**src/rtl/alu_pkg.sv**
```systemverilog
// Shared ALU opcode encodings and multiply-sequencer state type.
package alu_pkg;

    localparam logic [3:0] ALUOP_AND  = 4'b0000;
    localparam logic [3:0] ALUOP_OR   = 4'b0001;
    localparam logic [3:0] ALUOP_ADD  = 4'b0010;
    localparam logic [3:0] ALUOP_ADDI = 4'b0011;
    localparam logic [3:0] ALUOP_SUB  = 4'b0110;
    localparam logic [3:0] ALUOP_BLT  = 4'b0111;
    localparam logic [3:0] ALUOP_NOR  = 4'b1100;
    localparam logic [3:0] ALUOP_SLLI = 4'b1111;

    typedef enum logic [1:0] {
        IDLE,
        ADD,
        SHIFT,
        DONE
    } mul_state_t;

endpackage

```
**src/rtl/alu_port_mux.sv**
```systemverilog
// Selects what drives the ALU: EX-stage request, or the multiply sequencer's ADD/SLLI step.
module alu_port_mux
    import alu_pkg::*;
#(
    parameter int XLEN = 64
) (
    input  logic [1:0]      state,
    input  logic [3:0]      ex_alu_op,
    input  logic [XLEN-1:0] ex_a,
    input  logic [XLEN-1:0] ex_b,
    input  logic [XLEN-1:0] acc,
    input  logic [XLEN-1:0] mcand,
    output logic [3:0]      alu_op,
    output logic [XLEN-1:0] alu_a,
    output logic [XLEN-1:0] alu_b
);

    localparam logic [XLEN-1:0] ONE = {{(XLEN-1){1'b0}}, 1'b1};

    always_comb begin
        alu_op = ex_alu_op;
        alu_a  = ex_a;
        alu_b  = ex_b;
        case (mul_state_t'(state))
            ADD: begin
                alu_op = ALUOP_ADD;
                alu_a  = acc;
                alu_b  = mcand;
            end
            SHIFT: begin
                alu_op = ALUOP_SLLI;
                alu_a  = mcand;
                alu_b  = ONE;
            end
            default: ;
        endcase
    end

endmodule

```
**src/rtl/alu_mul_sequencer.sv**
```systemverilog
// Shift-and-add unsigned multiplier that borrows the EX-stage ALU, stalling the pipeline.
// Define MUL_EARLY_TERM_EN to finish as soon as no multiplier bits remain.
module alu_mul_sequencer
    import alu_pkg::*;
#(
    parameter int XLEN  = 64,
    parameter int CNT_W = 6
) (
    input  logic            clk,
    input  logic            reset,
    input  logic [3:0]      ex_alu_op,
    input  logic [XLEN-1:0] ex_a,
    input  logic [XLEN-1:0] ex_b,
    input  logic            mul_start,
    input  logic [XLEN-1:0] mul_a,
    input  logic [XLEN-1:0] mul_b,
    input  logic [XLEN-1:0] alu_result,
    output logic [3:0]      alu_op,
    output logic [XLEN-1:0] alu_a,
    output logic [XLEN-1:0] alu_b,
    output logic            stall,
    output logic            mul_done,
    output logic [XLEN-1:0] mul_result
);

    localparam logic [CNT_W-1:0] CNT_LAST = CNT_W'(XLEN - 1);

    mul_state_t       state;
    logic [XLEN-1:0]  acc;
    logic [XLEN-1:0]  mcand;
    logic [XLEN-1:0]  mplr;
    logic [CNT_W-1:0] cnt;
    logic             shift_last;

    always_comb begin
        shift_last = (cnt == CNT_LAST);
`ifdef MUL_EARLY_TERM_EN
        shift_last = shift_last || (mplr[XLEN-1:1] == '0);
`endif
    end

    always_ff @(posedge clk) begin
        if (reset) begin
            state      <= IDLE;
            acc        <= '0;
            mcand      <= '0;
            mplr       <= '0;
            cnt        <= '0;
            mul_done   <= 1'b0;
            mul_result <= '0;
            stall      <= 1'b0;
        end else begin
            mul_done <= 1'b0;
            case (state)
                IDLE: begin
                    if (mul_start) begin
                        acc   <= '0;
                        mcand <= mul_a;
                        mplr  <= mul_b;
                        cnt   <= '0;
                        stall <= 1'b1;
                        state <= mul_b[0] ? ADD : SHIFT;
`ifdef MUL_EARLY_TERM_EN
                        // Zero multiplier: the product is known to be zero immediately.
                        if (mul_b == '0) begin
                            state      <= DONE;
                            mul_done   <= 1'b1;
                            mul_result <= '0;
                        end
`endif
                    end
                end
                ADD: begin
                    acc   <= alu_result;
                    state <= SHIFT;
                end
                SHIFT: begin
                    mcand <= alu_result;
                    mplr  <= mplr >> 1;
                    cnt   <= cnt + 1'b1;
                    if (shift_last) begin
                        state      <= DONE;
                        mul_done   <= 1'b1;
                        mul_result <= acc;
                    end else begin
                        // mplr[1] becomes the low multiplier bit after this shift.
                        state <= mplr[1] ? ADD : SHIFT;
                    end
                end
                DONE: begin
                    state <= IDLE;
                    stall <= 1'b0;
                end
                default: state <= IDLE;
            endcase
        end
    end

    alu_port_mux #(
        .XLEN (XLEN)
    ) u_alu_port_mux (
        .state     (state),
        .ex_alu_op (ex_alu_op),
        .ex_a      (ex_a),
        .ex_b      (ex_b),
        .acc       (acc),
        .mcand     (mcand),
        .alu_op    (alu_op),
        .alu_a     (alu_a),
        .alu_b     (alu_b)
    );

endmodule

```
**config.mk**
```make
export PLATFORM = sky130hd
export DESIGN_NAME = alu_mul_sequencer
export DESIGN_NICKNAME = d
export VERILOG_FILES = /design/src/rtl/alu_pkg.sv /design/src/rtl/alu_port_mux.sv /design/src/rtl/alu_mul_sequencer.sv
export SDC_FILE = /design/constraint.sdc
export NUM_CORES = 1
export LEC_CHECK = 0
export CAP_MARGIN = 20
export CORE_AREA = 4 4 202 204
export DETAILED_ROUTE_END_ITERATION = 8
export DIE_AREA = 0 0 206 208
export HOLD_SLACK_MARGIN = 0.06
export PLACE_DENSITY = 0.64
export SKIP_LAST_GASP = 1
export SYNTH_ARGS = -nofsm -noshare
export SYNTH_HDL_FRONTEND = slang
export SYNTH_SLANG_ARGS = --single-unit
```
**constraint.sdc**
```tcl
create_clock -name clk -period 2.1 [get_ports clk]
set_input_delay 0.21 -clock clk [delete_from_list [all_inputs] [get_ports clk]]
set_output_delay 0.21 -clock clk [all_outputs]
set_load 0.02 [all_outputs]
```
==> impl_metrics.tcl, run 1 <==
set metrics [dict create \
    ys_top_cells_by_area "dfxtp_1 39%, mux2i_1 14%, a211oi_2 11%" \
    insertion_delay_ps 570 \
    vias 14500 \
    peakVddDrop_mv 1.52 \
    h-tree-depth 1 \
    worstMarginPinSlew_ps 602 \
    grt_pass1_vias 14200 \
    ys_warn_count 0 \
    hold_viol 0 \
    hpwlAfterDp_microns 40800 \
    min_period_ps 2330 \
    synth_common_cells "265 x dfxtp_1, 259 x nor2_1, 191 x mux2i_1" \
    syn2layout_area_growth_pct 71.2 \
    nets 2502 \
    path_cells "inv_4, ha_4, buf_12, clkbuf_16, buf_8, nor2_1, a21oi_1, buf_4" \
    synth_top_cell_area_share 0.387 \
    syn_nets 1905 \
    die_h_microns 208 \
    drive_gt1_frac 0.312 \
    netSwitchingPower_mw 17.6 \
    violations "setup timing" \
    drt_iter0_markers 804 \
    chipWidth_microns 206 \
    ys.flop_type "dfxtp_1" \
    drc 0 \
    finalSetupViolCount 132 \
    design_area_sq_um 23400 \
    hold-worst-slack_ps 235 \
    wl_per_cell_microns 22.8 \
    min_path_type "input port to register" \
    yosysMostFrequentCell "dfxtp_1" \
    worst_ep_required_time_ps 1890 \
    synth_seq_cells 265 \
    p_seq_frac 0.181 \
    clkTransAtPathRegs_ps 60 \
    ys_async_sr_fraction 0 \
    combPwrFrac 0.690 \
    cts_buffers 30 \
    rsz0062_at_grt "true" \
    syn-mean-instance-area_sq_um 8.71 \
    tritoncts "yes" \
    netlist_instances 1573 \
    power_density_nw_per_um2 1730 \
    io_buffers 524 \
    antenna_found_initial 6 \
    synth_top_cell_by_area "dfxtp_1" \
    fmax_mhz 429 \
    initial_core_util 0.349 \
    core-area_sq_um 39300 \
    arrival_ps 2120 \
    period_share 1.11 \
    netlist_area_sq_um 13700 \
    drv_cap 0 \
    setup_ws_ps -230 \
    routed_wl_microns 61900 \
    ios 525 \
    place_congestion 0.885 \
    finalClockSkew_ps 10.4 \
    clockBufferDepth 3 \
    grt_overflow_total 0 \
    first_pass_iters 5 \
    viasPerCell 5.35 \
    grt_pass1_wl_microns 82700 \
    relSlewSlack 0.598 \
    finalMaxSlewViolations 0 \
    p_leak_nw 8.54 \
    dp.cells 2584 \
    placed_area_sq_um 20100 \
    end_kind "output pin" \
    cts-root-buf "clkbuf_16" \
    post-route-util 0.597 \
    detail-route-antenna-nets 0 \
    start_kind "register" \
    outcome "finished with violations" \
    grt_max_degree 86 \
    critPathTopFamily "buffers and inverters" \
    rows 73 \
    sw_frac_of_total 0.435 \
    track_usage 0.245 \
    die_area_sq_um 42800 \
    crit_type "register to output pin" \
    synth_cell_types 37 \
    crit_slowest_cell "dfxtp_2" \
    cts_sinks 265 \
    synth_edf_count 0 \
    slowest_delay_ps 350 \
    internal_power_mw 22.9 \
    clkPwrFrac 0.129 \
    crit_buf_inv 5 \
    fin_cells 2715 \
    yosysSeqAreaShare 0.387 \
    path_max_fanout 7 \
]
==> power by group through the flow <==
| stage | logic [mW] | registers [mW] | clock network [mW] |
|---|---|---|---|
| after global placement | 20.1 | 7.25 | 0 |
| after global routing | 29.3 | 7.48 | 5.50 |
| after detailed placement | 20.3 | 7.28 | 0 |
| after floorplan | 11.8 | 6.94 | 0 |
| after CTS | 22.3 | 7.24 | 5.33 |
| final | 27.9 | 7.34 | 5.21 |
==> layer usage <==
| layer | vias up | wire length [microns] | track usage |
|---|---|---|---|
| met4 | 4 | 2280 | 0.0870 |
| met2 | 589 | 31700 | 0.444 |
| met1 | 7006 | 23100 | 0.275 |
| li1 | 6799 | - | - |
| met3 | 116 | 4870 | 0.0644 |
| met5 | - | 26 | 0 |
==> state kept, by name, summed over array words and instances (netlist names) <==
name,cells
mul_result,64
mul_done,1
stall,1
mplr,63
mcand,64
state,2
acc,64
cnt,6
==> tightest hold or removal path, delay by kind of cell <==
family                 cells  cell delay [ps]
AOI/OAI and AO/OA          1               50
buffers and inverters      1              400
and+or+nand+nor            1               90
==> what timing repair did <==
action | CTS | global route
setup endpoints to repair | 210 | 312
setup buffers | 26 | 14
pin swaps | 7 | 41
hold endpoints to repair | 16 | 0
gates resized for setup | 620 | 478
hold buffers | 1 | 0
gates cloned | 10 | 32
==> worst paths after layout <==
path                        from              to  slack (ps)  cells after the start
setup / recovery        state[0]        alu_a[3]        -230                      8
hold / removal         mul_b[63]        mplr[63]         240                      3
setup reg to reg        state[1]         acc[42]          20                     12
hold reg to reg   mul_result[39]  mul_result[39]         450                      2
==> final cells by class <==
class | instances | area (sq um)
Tap cell | 525 | 657
Timing Repair Buffer | 725 | 7920
Sequential cell | 265 | 5310
Clock buffer | 43 | 840
Inverter | 71 | 272
Clock inverter | 5 | 111
Antenna cell | 4 | 10.0
Multi-Input combinational cell | 1077 | 8330
Fill cell | 3327 | 15800
==> kinds of logic (layout without fill, tap and decap cells) <==
| logic type | count (synthesis) | after routing | synth area share |
|---|---|---|---|
| compound gates | 406 | 406 | 0.246 |
| flops | 265 | 265 | 0.387 |
| simple gates | 473 | 473 | 0.139 |
| fa+ha+maj | 5 | 5 | 0.00457 |
| mux | 193 | 193 | 0.142 |
| other cells | 0 | 4 | 0 |
| buf+inv | 231 | 844 | 0.0809 |
==> cell usage in the layout (no fill, tap or decap), types with 9 or more instances in the layout <==
cell             synthesis  final
a211oi_2               120    120
nor2_4                   0     11
clkdlybuf4s50_1          0    391
buf_12                   0     31
buf_2                   36     15
nor2_1                 259    237
o21ai_0                 72     21
nand3_1                 66     35
clkbuf_1                87      9
a21oi_1                 72     31
buf_16                   0     14
nand3_2                  0     25
clkbuf_16                0     58
o21ai_2                  0     23
a22oi_1                 64     16
a21oi_4                  0     14
nor2_2                   0     11
a22oi_2                  0     48
nand2_1                134    133
buf_6                   21     70
mux2i_1                191    188
inv_1                   70     68
a32oi_1                 65     64
buf_8                    0     12
o21ai_1                  0     24
buf_4                   10    162
a21oi_2                  0     27
dfxtp_1                265    263
==> stage by stage <==
step	setup slack, ps	power [mW]	TNS (ps)
detailed placement	-134	27.6	-8380
global route	-315	42.3	-35050
CTS	-374	34.8	-51680
finish	-230	40.5	-20490
floorplan	104	18.7	0
global placement	-124	27.3	-6570
(Power assumes the default switching activity.)
==> inputs of run 2 (changes only) <==
- CAP_MARGIN: 20 -> unset
- clock period: 2.1 -> 2.2 ns (I/O delays scaled with it)
==> impl_metrics.tcl, run 2 (synthesis results as in run 1) <==
set metrics [dict create \
    initial_core_util 0.349 \
    finalMaxSlewViolations 0 \
    finalClockSkew_ps 13.1 \
    rsz0062_at_grt "true" \
    vias 13900 \
    drive_gt1_frac 0.257 \
    chipWidth_microns 206 \
    io_buffers 524 \
    fmax_mhz 427 \
    detail-route-antenna-nets 0 \
    ios 525 \
    first_pass_iters 5 \
    relSlewSlack 0.525 \
    p_leak_nw 8.03 \
    layout_commonest_cell "clkdlybuf4s50_1" \
    cts-root-buf "clkbuf_16" \
    drv_cap 0 \
    h-tree-depth 1 \
    end_kind "output pin" \
    start_kind "register" \
    grt_pass1_vias 13700 \
    min_path_type "input port to register" \
    clkTransAtPathRegs_ps 70 \
    grt_max_degree 101 \
    path_max_fanout 13 \
    outcome "finished with violations" \
    die_h_microns 208 \
    peakVddDrop_mv 1.16 \
    antenna_found_initial 9 \
    core-area_sq_um 39300 \
    design_area_sq_um 22000 \
    setup_ws_ps -140 \
    nets 2460 \
    drt_iter0_markers 771 \
    syn2layout_area_growth_pct 60.4 \
    wl_per_cell_microns 21.2 \
    grt_overflow_total 0 \
    period_share 1.06 \
    power_density_nw_per_um2 1560 \
    finalSetupViolCount 127 \
    place_congestion 0.896 \
    grt_pass1_wl_microns 80100 \
    worst_ep_required_time_ps 1980 \
    insertion_delay_ps 570 \
    power.total_mw 34.3 \
    drc 0 \
    viasPerCell 5.19 \
    tritoncts "yes" \
    worstMarginPinSlew_ps 693 \
    die_area_sq_um 42800 \
    top_regs "acc x64, mcand x64, mul_result x64" \
    routed_wl_microns 56800 \
    hold_viol 0 \
    min_period_ps 2340 \
    crit_type "register to output pin" \
    cts_sinks 265 \
    violations "setup timing" \
    final_cell_mix "391 x clkdlybuf4s50_1, 263 x dfxtp_1, 256 x nor2_1" \
    rows 73 \
    cts_buffers 30 \
    track_usage 0.237 \
    hpwlAfterDp_microns 40100 \
    arrival_ps 2120 \
    clockBufferDepth 3 \
    placed_area_sq_um 19900 \
]
==> run 2: cell count changes in the layout (fill, tap and decap cells not counted), sizes merged <==
| cell | before | now |
|---|---|---|
| bufbuf | 1 | 0 |
| diode | 4 | 5 |
| clkinv | 2 | 6 |
| dlygate4sd3 | 1 | 0 |
| inv | 71 | 72 |
| clkinvlp | 0 | 1 |
| buf | 304 | 279 |
| clkdlybuf4s15 | 0 | 1 |
| clkbuf | 71 | 53 |
==> run 2: cell type report <==
class | count | area [sq um]
clock inverter | 11 | 140
timing repair buffer | 683 | 6970
fill | 3539 | 17300
multi-input combinational | 1077 | 7760
inverter | 71 | 274
clock buffer | 41 | 853
sequential | 265 | 5310
antenna | 5 | 12.5
tap | 525 | 657
==> run 2: repair_timing <==
action,CTS,global route
gates resized for setup,565,348
setup endpoints to repair,151,182
endpoints found under the hold margin,0,0
setup buffers,12,35
cloned,5,14
pin swaps,3,24
hold buffers,0,0
==> run 2: power by group <==
part           internal [mW]  switching (mW)  total [mW]  leakage (nW)
Clock                   3.05            2.07        5.12         0.489
Combinational           10.2            12.0        22.2          5.38
Sequential              5.98           0.973        6.96          2.17
Total                   19.3            15.0        34.3          8.03
==> run 2: worst max-delay path: stages, from the launching register on <==
cell,delay (ps)
dfxtp_2,360
inv_4,50
ha_4,260
buf_12,140
buf_12,140
buf_6,140
or2_2,300
buf_6,140
==> run 2: final timing paths <==
path              cells past startpoint  slack [ps]           start        endpoint
hold reg to reg                       2         450  mul_result[45]  mul_result[45]
setup / recovery                      7        -140        state[1]       alu_op[1]
hold / removal                        4         120           reset   mul_result[6]
setup reg to reg                      9          30        state[1]  mul_result[36]
==> run 2: per-layer routing <==
layer  share of wire  vias to the layer above  track usage
met3           0.079                       89       0.0527
li1                -                     6688            -
met4           0.034                        6       0.0890
met2            0.50                      522        0.416
met1            0.39                     6596        0.282
met5         0.00069                        -            0
==> run 2: per-stage QoR <==
step	utilization	hold WS, ps	std cells	setup WS, ps	setup TNS [ps]
global route	0.559	134	2678	-232	-19660
CTS	0.537	114	2628	-272	-20000
finish	0.559	122	2678	-140	-7920
floorplan	-	387	1573	194	0
global placement	0.506	443	2559	-58.7	-523
detailed placement	0.506	448	2559	-87.6	-861
